$ cat config.mk
export PLATFORM = sky130hd
export DESIGN_NAME = board_reset_ctrl
export DESIGN_NICKNAME = d
export VERILOG_FILES = /design/src/rtl/board_pkg.sv /design/src/rtl/button_debounce.sv /design/src/rtl/board_reset_ctrl.sv
export SDC_FILE = /design/constraint.sdc
export NUM_CORES = 1
export LEC_CHECK = 0
export CAP_MARGIN = 25
export CORE_ASPECT_RATIO = 0.75
export CORE_MARGIN = 1.5
export CORE_UTILIZATION = 38
export DETAILED_ROUTE_END_ITERATION = 8
export PLACE_DENSITY = 0.66
export SLEW_MARGIN = 25
export SYNTH_ARGS = -nofsm -noshare
export SYNTH_HDL_FRONTEND = slang
export SYNTH_SLANG_ARGS = --single-unit
$ cat constraint.sdc
create_clock -name clk -period 4.06 [get_ports clk]
set_clock_uncertainty 0.05 [all_clocks]
set_input_delay 0.609 -clock clk [delete_from_list [all_inputs] [get_ports clk]]
set_output_delay 0.609 -clock clk [all_outputs]
set_load 0.02 [all_outputs]
$ cat src/rtl/board_pkg.sv
// Shared definitions for the board reset sequencer: FSM state encoding and
// default parameter values.
package board_pkg;

    typedef enum logic [1:0] {
        PLL_RST   = 2'd0,
        WAIT_LOCK = 2'd1,
        HOLD      = 2'd2,
        RUN       = 2'd3
    } seq_state_t;

    localparam int DEF_BUTTONS           = 2;
    localparam int DEF_DEBOUNCE_BITS     = 16;
    localparam int DEF_PLL_RST_CYCLES    = 16;
    localparam int DEF_LOCK_TIMEOUT_BITS = 20;
    localparam int DEF_HOLD_CYCLES       = 256;
    localparam int DEF_WDT_BITS          = 24;

    function automatic int max3(input int a, input int b, input int c);
        int m;
        m = (a > b) ? a : b;
        return (m > c) ? m : c;
    endfunction

endpackage

$ cat src/rtl/button_debounce.sv
// One push-button channel: two-flop synchroniser on the inverted active-low
// input, stability counter, debounced level and one-cycle press event.
module button_debounce
    import board_pkg::*;
#(
    parameter int DEBOUNCE_BITS = DEF_DEBOUNCE_BITS
) (
    input  logic clk,
    input  logic reset,
    input  logic button_n_i,
    output logic pressed_o,
    output logic event_o
);

    logic                     sync1_q, sync2_q;
    logic [DEBOUNCE_BITS-1:0] cnt_q, cnt_d;
    logic                     pressed_q, pressed_d;
    logic                     event_q, event_d;

    always_comb begin
        cnt_d     = cnt_q;
        pressed_d = pressed_q;
        event_d   = 1'b0;
        if (sync2_q == pressed_q) begin
            cnt_d = '0;
        end else if (&cnt_q) begin
            // Input has disagreed with the level for the full window: accept it
            pressed_d = sync2_q;
            cnt_d     = '0;
            event_d   = sync2_q;
        end else begin
            cnt_d = cnt_q + {{(DEBOUNCE_BITS-1){1'b0}}, 1'b1};
        end
    end

    always_ff @(posedge clk) begin
        if (reset) begin
            sync1_q   <= 1'b0;
            sync2_q   <= 1'b0;
            cnt_q     <= '0;
            pressed_q <= 1'b0;
            event_q   <= 1'b0;
        end else begin
            sync1_q   <= ~button_n_i;
            sync2_q   <= sync1_q;
            cnt_q     <= cnt_d;
            pressed_q <= pressed_d;
            event_q   <= event_d;
        end
    end

    assign pressed_o = pressed_q;
    assign event_o   = event_q;

endmodule

$ cat src/rtl/board_reset_ctrl.sv
// Board reset sequencer: button debounce, PLL reset / lock wait, SoC reset hold.
// Optional watchdog enabled by defining BOARD_RESET_WDT_EN.
module board_reset_ctrl
    import board_pkg::*;
#(
    parameter int BUTTONS           = DEF_BUTTONS,
    parameter int DEBOUNCE_BITS     = DEF_DEBOUNCE_BITS,
    parameter int PLL_RST_CYCLES    = DEF_PLL_RST_CYCLES,
    parameter int LOCK_TIMEOUT_BITS = DEF_LOCK_TIMEOUT_BITS,
    parameter int HOLD_CYCLES       = DEF_HOLD_CYCLES,
    parameter int WDT_BITS          = DEF_WDT_BITS
) (
    input  logic               clk,
    input  logic               reset,
    input  logic [BUTTONS-1:0] button_n,
    input  logic               pll_locked,
    input  logic               wdt_kick,
    output logic               pll_reset,
    output logic               soc_reset,
    output logic [BUTTONS-1:0] button_pressed,
    output logic [BUTTONS-1:0] button_event,
    output logic [1:0]         seq_state,
    output logic               wdt_fired
);

    localparam int CNT_W = max3(LOCK_TIMEOUT_BITS, $clog2(PLL_RST_CYCLES + 1),
                                $clog2(HOLD_CYCLES + 1));
    localparam logic [CNT_W-1:0] PLL_LAST  = CNT_W'(PLL_RST_CYCLES - 1);
    localparam logic [CNT_W-1:0] HOLD_LAST = CNT_W'(HOLD_CYCLES - 1);
    localparam logic [CNT_W-1:0] TO_LAST   = {CNT_W{1'b1}} >> (CNT_W - LOCK_TIMEOUT_BITS);

    seq_state_t       state_q, state_d;
    logic [CNT_W-1:0] cnt_q, cnt_d;
    logic             lock_s1_q, lock_s_q;
    logic             pll_reset_q, soc_reset_q;
    logic             wdt_expire;

    genvar gi;
    generate
        for (gi = 0; gi < BUTTONS; gi++) begin : g_btn
            button_debounce #(
                .DEBOUNCE_BITS(DEBOUNCE_BITS)
            ) u_debounce (
                .clk       (clk),
                .reset     (reset),
                .button_n_i(button_n[gi]),
                .pressed_o (button_pressed[gi]),
                .event_o   (button_event[gi])
            );
        end
    endgenerate

    always_comb begin
        state_d = state_q;
        cnt_d   = cnt_q + {{(CNT_W-1){1'b0}}, 1'b1};
        case (state_q)
            PLL_RST: begin
                if (cnt_q == PLL_LAST) state_d = WAIT_LOCK;
            end
            WAIT_LOCK: begin
                if (lock_s_q)                state_d = HOLD;
                else if (cnt_q == TO_LAST)   state_d = PLL_RST;
            end
            HOLD: begin
                if (!lock_s_q)               state_d = PLL_RST;
                else if (cnt_q == HOLD_LAST) state_d = RUN;
            end
            RUN: begin
                cnt_d = cnt_q;
                if (!lock_s_q)               state_d = PLL_RST;
                else if (wdt_expire)         state_d = HOLD;
            end
            default: state_d = PLL_RST;
        endcase
        // The reset button overrides everything and restarts the PLL count
        if (button_event[0]) state_d = PLL_RST;
        if (state_d != state_q || button_event[0]) cnt_d = '0;
    end

    always_ff @(posedge clk) begin
        if (reset) begin
            state_q     <= PLL_RST;
            cnt_q       <= '0;
            lock_s1_q   <= 1'b0;
            lock_s_q    <= 1'b0;
            pll_reset_q <= 1'b1;
            soc_reset_q <= 1'b1;
        end else begin
            state_q     <= state_d;
            cnt_q       <= cnt_d;
            lock_s1_q   <= pll_locked;
            lock_s_q    <= lock_s1_q;
            pll_reset_q <= (state_d == PLL_RST);
            soc_reset_q <= (state_d != RUN);
        end
    end

`ifdef BOARD_RESET_WDT_EN
    // Expiry is taken on the cycle whose increment would reach all-ones
    localparam logic [WDT_BITS-1:0] WDT_LAST = {{(WDT_BITS-1){1'b1}}, 1'b0};

    logic [WDT_BITS-1:0] wdt_cnt_q, wdt_cnt_d;
    logic                wdt_fired_q, wdt_fired_d;

    assign wdt_expire = (state_q == RUN) && !wdt_kick && (wdt_cnt_q == WDT_LAST);

    always_comb begin
        wdt_cnt_d   = '0;
        wdt_fired_d = wdt_fired_q;
        if (state_q == RUN && !wdt_kick)
            wdt_cnt_d = wdt_cnt_q + {{(WDT_BITS-1){1'b0}}, 1'b1};
        if (button_event[0])  wdt_fired_d = 1'b0;
        else if (wdt_expire)  wdt_fired_d = 1'b1;
    end

    always_ff @(posedge clk) begin
        if (reset) begin
            wdt_cnt_q   <= '0;
            wdt_fired_q <= 1'b0;
        end else begin
            wdt_cnt_q   <= wdt_cnt_d;
            wdt_fired_q <= wdt_fired_d;
        end
    end

    assign wdt_fired = wdt_fired_q;
`else
    logic unused_wdt;
    assign unused_wdt = wdt_kick & (WDT_BITS > 0);
    assign wdt_expire = 1'b0;
    assign wdt_fired  = 1'b0;
`endif

    assign pll_reset = pll_reset_q;
    assign soc_reset = soc_reset_q;
    assign seq_state = state_q;

endmodule

== Yosys cells after proc, flatten, opt, wreduce, memory -nomap -nowiden ==
Cells that the tools add are included.

* Register bits after elaboration: 66
* Input port bits: 6
* Logic and storage cells: 55
* Output and inout port bits: 9

* $add $sub $neg: 3
* Bitwise logic cells: 6
* Reduce and logical (&&, ||, !) cells: 12
* Equality and inequality tests: 10
* Mux-type cells: 8

{| class="wikitable"
|+ Operators by type and width
! kind !! number
|-
| AND reduction 17 bit || 2
|-
| adder 16 x 1 -> 16 bit (second input constant) || 2
|-
| AND reduction 16 bit || 2
|-
| adder 20 x 1 -> 20 bit (second input constant) || 1
|-
| equality test 20 bit (second input constant) || 1
|-
| equality test 20 x 4 -> 1 bit (second input constant) || 1
|-
| equality test 20 x 8 -> 1 bit (second input constant) || 1
|-
| two-way mux 2 bit || 7
|-
| OR reduction 3 bit || 4
|-
| case mux 2 bit (4 select lines) || 1
|-
| NOT 1 bit || 6
|-
| equality test 2 bit (second input constant) || 2
|-
| zero test 2 bit || 2
|-
| equality test 1 bit || 2
|-
| equality test 2 x 1 -> 1 bit (second input constant) || 1
|-
| != test 2 bit || 1
|-
| != test 2 bit (second input constant) || 1
|-
| OR reduction 2 bit || 1
|-
| logical OR 1 bit || 1
|}

== Depth between registers and ports, before layout ==
* Word-level depth: 8
* Mapped depth: 9
* Depth with buffers taken out: 7

== Hierarchy ==
From an unflattened synthesis, not the netlist that was laid out.

* Cell total of the unflattened synthesis: 317
* Area total of the unflattened synthesis: 2,996.6 sq um

{| class="wikitable"
|+ Modules (own cells, without submodules)
! module !! area an instance (sq um) !! cells each !! times used !! seq. area each (sq um)
|-
| button_debounce || 847.1 || 90 || 2 || 400.4
|-
| board_reset_ctrl || 1,302.5 || 137 || 1 || 520.5
|}

== Worst setup path before layout ==
OpenSTA, ideal clock, no wires.

* Path kind: register to register
* Start: register cnt_q[0]
* End: register cnt_q[9]
* Clock period less this slack: 2,226 ps
* Library setup time: 63 ps
* Cell stages (with the launch flop): 9
* Data required time: 3,947 ps
* Setup slack: 1,834 ps
* Arrival time: 2,113 ps
* Path buffers: 1
* Path through: dfxtp_1 -> ha_1 -> and3_4 -> and3_4 -> a311o_2 -> a31oi_4 -> mux2_4 -> buf_12 -> nor2_2

* Cells in the longest elaborated chain, start to end: 8
* Elaborated cells between the ends (all ways): 14
* Classes of those cells: add/sub: 1; eq/ne: 4; mux: 7; reduce/logical: 2

{| class="wikitable"
|+ RTL lines
! what !! RTL line !! text
|-
| start, declared || board_reset_ctrl.sv:33 || <nowiki>logic [CNT_W-1:0] cnt_q, cnt_d;</nowiki>
|-
| start signal, assigned || board_reset_ctrl.sv:90 || <nowiki>cnt_q <= cnt_d;</nowiki>
|-
| equality test 20 x 8 -> 1 bit / equality test 20 bit (equally long branches) || board_reset_ctrl.sv:66, board_reset_ctrl.sv:62 ||
|-
| two-way mux 2 bit, on equally long branches || board_reset_ctrl.sv:66, board_reset_ctrl.sv:62 ||
|-
| two-way mux 2 bit, on equally long branches || board_reset_ctrl.sv:65, board_reset_ctrl.sv:61 ||
|-
| case mux 2 bit (4 select lines) || board_reset_ctrl.sv:56 || <nowiki>case (state_q)</nowiki>
|-
| two-way mux 2 bit || board_reset_ctrl.sv:76 || <nowiki>if (button_event[0]) state_d = PLL_RST;</nowiki>
|-
| != test 2 bit || board_reset_ctrl.sv:77 || <nowiki>if (state_d != state_q || button_event[0]) cnt_d = '0;</nowiki>
|-
| logical OR 1 bit || board_reset_ctrl.sv:77 ||
|-
| OR reduction 2 bit (no line) || - ||
|}

Several ways; a longest one is shown, not always the timed one.
A chain may end at the register's enable or synchronous reset.

== Final worst setup path ==
* Start: register cnt_q[0]
* End: register cnt_q[4]

The elaborated chain is that of the path after synthesis.

==> out/results.md <==
| Result | This run |
|---|---|
| Run status | finished, final reports clean |
| Setup WS pre-CTS | 1.50 ns |
| Post-Synthesis Net Count | 327 |
| Die span in x | 103 um |
| Top cell type's share of synthesized area | 45.9% |
| H-tree depth | 3 |
| Syn Area/Cell | 9.05 um2 |
| Count of state elements after synthesis | 66 |
| WL final | 5000 um |
| Slew @ Worst Pin | 0.707 ns |
| Global placer's final weighted congestion | 0.781 |
| Input/output buffers | 12 |
| Number of non-filler instances in the completed layout | 436 |
| Chip height | 78.4 um |
| Placement Rows | 27 |
| Setup-violating endpoint count in the final report | 0 |
| Number of iterations in the first detailed-routing pass | 4 |
| CTS Sinks | 66 |
| Final worst slack | 1.71 ns |
| Most repeated cell in the gate-level netlist after synthesis | dfxtp_1 |
| Post-cts repair resize count | 0 |
| Primary FF master, synth | dfxtp_1 |
| Number of top-level pins | 15 |
| List of most frequent post-synthesis cells | 66 x dfxtp_1, 56 x nor2_1, 29 x xor2_1, 25 x nand2_1, 19 x nand3_1 |
| Antenna Violating Nets Remaining | 0 |
| Post-synth EDFFs | 0 |
| Post-synthesis instance area | 2880 um2 |
| WP data arrival | 2.57 ns |
| Final worst path period share | 57.8% |
| Total placed cells including tap cells | 421 |
| Final Hold Vio Count | 0 |
| P&R area growth vs syn | 14.3% |
| Residual overflow from global routing | 0 |
| Initial Utilization | 39.3% |
| CTS hold repair buffers | 0 |
| Global-route wire length before repair | 9000 um |
| Starting DRT DRC Count | 76 |
| Leak | 1.10 nW |
| DRC Markers | 0 |
| Max Cap Viol | 0 |
| Maximum achievable frequency | 426 MHz |
| Tightest Hold Check Type | flop to flop |
| TritonCTS clock tree | done |
| Final nets | 340 |
| Setup_tns | 0 ns |
| Biggest area contributors in the synthesized netlist | dfxtp_1 46%, xor2_1 8.8%, nor2_1 7.3% |
| Kind of critical path | flop to flop |
| Avg Vias per Cell | 4.80 |
| Number of instances in the synthesized netlist | 318 |
| Latest clock arrival within the worst-skew pair | 0.34 ns |
| Number of antenna violations at the first check in global routing | 0 |
| Post-layout minimum cycle time | 2.35 ns |
| Vias | 2094 |
| Post-synthesis sequential area ratio | 45.9% |
| Vias in the first global route | 2007 |
| Wire length per cell after detailed routing | 11.5 um |
| Clock transition at the registers of the reported paths | 0.07 ns |
| Floorplan die area | 8110 um2 |
| Layout cells sized above 1 | 11.0% |
| Cell taking the most area after synthesis | dfxtp_1 |
| Max Fanout on Critical Path | 16 |
| Category of the worst setup path launch point | flop |
| Setup repair after global routing missed its margin | false |
| Total track usage | 14.4% |
| Synth warn | 0 |
| Maximum vdd drop | 0.000227 V |
| Pin count of the biggest net entering global routing | 18 |
| Fraction of synthesis flops using an asynchronous set or reset pin | 0% |
| Max Transition Viols Final | 0 |
| Sum of internal, switching and leakage power | 1.34 mW |
| CP Capture Type | flop |
| Placeable core region | 7330 um2 |
| Unique masters post-synth | 43 |
| Power per unit of standard cell area | 409 nW/um2 |
| Setup repair bufs after CTS | 0 |
| Clock buffers created by TritonCTS | 9 |
| Inserted Diodes | 0 |
| Final HPWL DP | 3410 um |
| Root buffer cell | clkbuf_8 |
| Largest buffer count on any clock path | 2 |
| Hold slack | 0.385 ns |
| Required time of the critical path | 4.28 ns |
| Worst slew margin | 52.5% |
[metal layers]
layer  part of all wire [%]  global-route usage, %  vias up
li1                       -                      -     1089
met1                     51                   19.2      967
met2                     43                   21.2       29
met3                    4.4                   5.88        9
met4                    1.4                   4.46        0
met5                      0                      0        -
[power breakdown]
group / leakage (nW) / total (mW) / switching (mW) / internal [mW]
registers: 0.534 / 0.658 / 0.00546 / 0.653
logic: 0.459 / 0.0274 / 0.0154 / 0.0120
clock network: 0.112 / 0.659 / 0.252 / 0.406
total: 1.10 / 1.34 / 0.273 / 1.07
[state kept, by name (all words and copies together) (netlist names)]
signal                      count
soc_reset                       1
g_btn.u_debounce.cnt_q         32
lock_s1_q                       1
pll_reset                       1
g_btn.u_debounce.event_o        2
cnt_q                          20
g_btn.u_debounce.sync2_q        2
lock_s_q                        1
g_btn.u_debounce.pressed_o      2
g_btn.u_debounce.sync1_q        2
seq_state                       2
[final timing paths]
path / start / end / slack (ns) / cells past startpoint
worst max-delay path: cnt_q[0]$_SDFFE_PP0P_ / cnt_q[4]$_SDFFE_PP0P_ / 1.71 / 7
worst min-delay path: g_btn[0].u_debounce.sync1_q$_SDFF_PP0_ / g_btn[0].u_debounce.sync2_q$_SDFF_PP0_ / 0.38 / 1
worst max register to register: cnt_q[0]$_SDFFE_PP0P_ / cnt_q[4]$_SDFFE_PP0P_ / 1.71 / 7
worst min register to register: g_btn[0].u_debounce.sync1_q$_SDFF_PP0_ / g_btn[0].u_debounce.sync2_q$_SDFF_PP0_ / 0.38 / 1
[critical path: stages (launching register included)]
cell and delay [ns]:
dfxtp_1 0.36, ha_1 0.25, and3_4 0.21, and3_4 0.19, a311o_2 0.40, a31oi_4 0.24, mux2_4 0.44, nor2_1 0.13
[stage by stage]
stage | util [%] | area [um2]
2_1_floorplan | - | 2880
3_3_place_gp | 41.6 | 3050
3_5_place_dp | 41.6 | 3050
4_1_cts | 44.9 | 3290
5_1_grt | 44.9 | 3290
6_report | 44.9 | 3290
[cells by family (layout without fill, tap and decap cells)]
logic type,count (synthesis),count (layout),synth area share (%)
AOI/OAI and AO/OA,13,13,3.35
xor gates and xnor gates,46,46,14.0
adders and majority gates,3,3,1.30
buffers and inverters,18,35,3.65
DFF,66,66,45.9
muxes,4,4,1.61
other,1,1,0.130
and+or+nand+nor,167,167,30.0
[cell usage in the layout, fill, tap and decap left out, types with 2 or more instances in the layout]
cell type	n
a21oi_1	4
and2_1	2
and3_1	7
and3_4	2
and4_1	6
and4_4	2
bufinv_16	3
clkbuf_8	9
clkdlybuf4s50_1	12
clkinvlp_4	2
dfxtp_1	66
ha_1	3
inv_1	7
mux2i_1	2
nand2_1	25
nand2b_1	5
nand3_1	19
nand4_1	11
nor2_1	56
nor2_2	10
nor2b_1	5
nor3_1	6
nor4_1	4
o21ai_0	2
or3_1	2
xnor2_1	17
xor2_1	29
[cell type report]
cell class	instances	area [um2]
timing repair buffer	13	128
sequential	66	1320
multi-input combinational	234	1450
clock buffer	9	124
inverter	7	26.3
clock inverter	6	114
fill	725	4040
tap	101	126
Power figures use the tool's default switching activity.
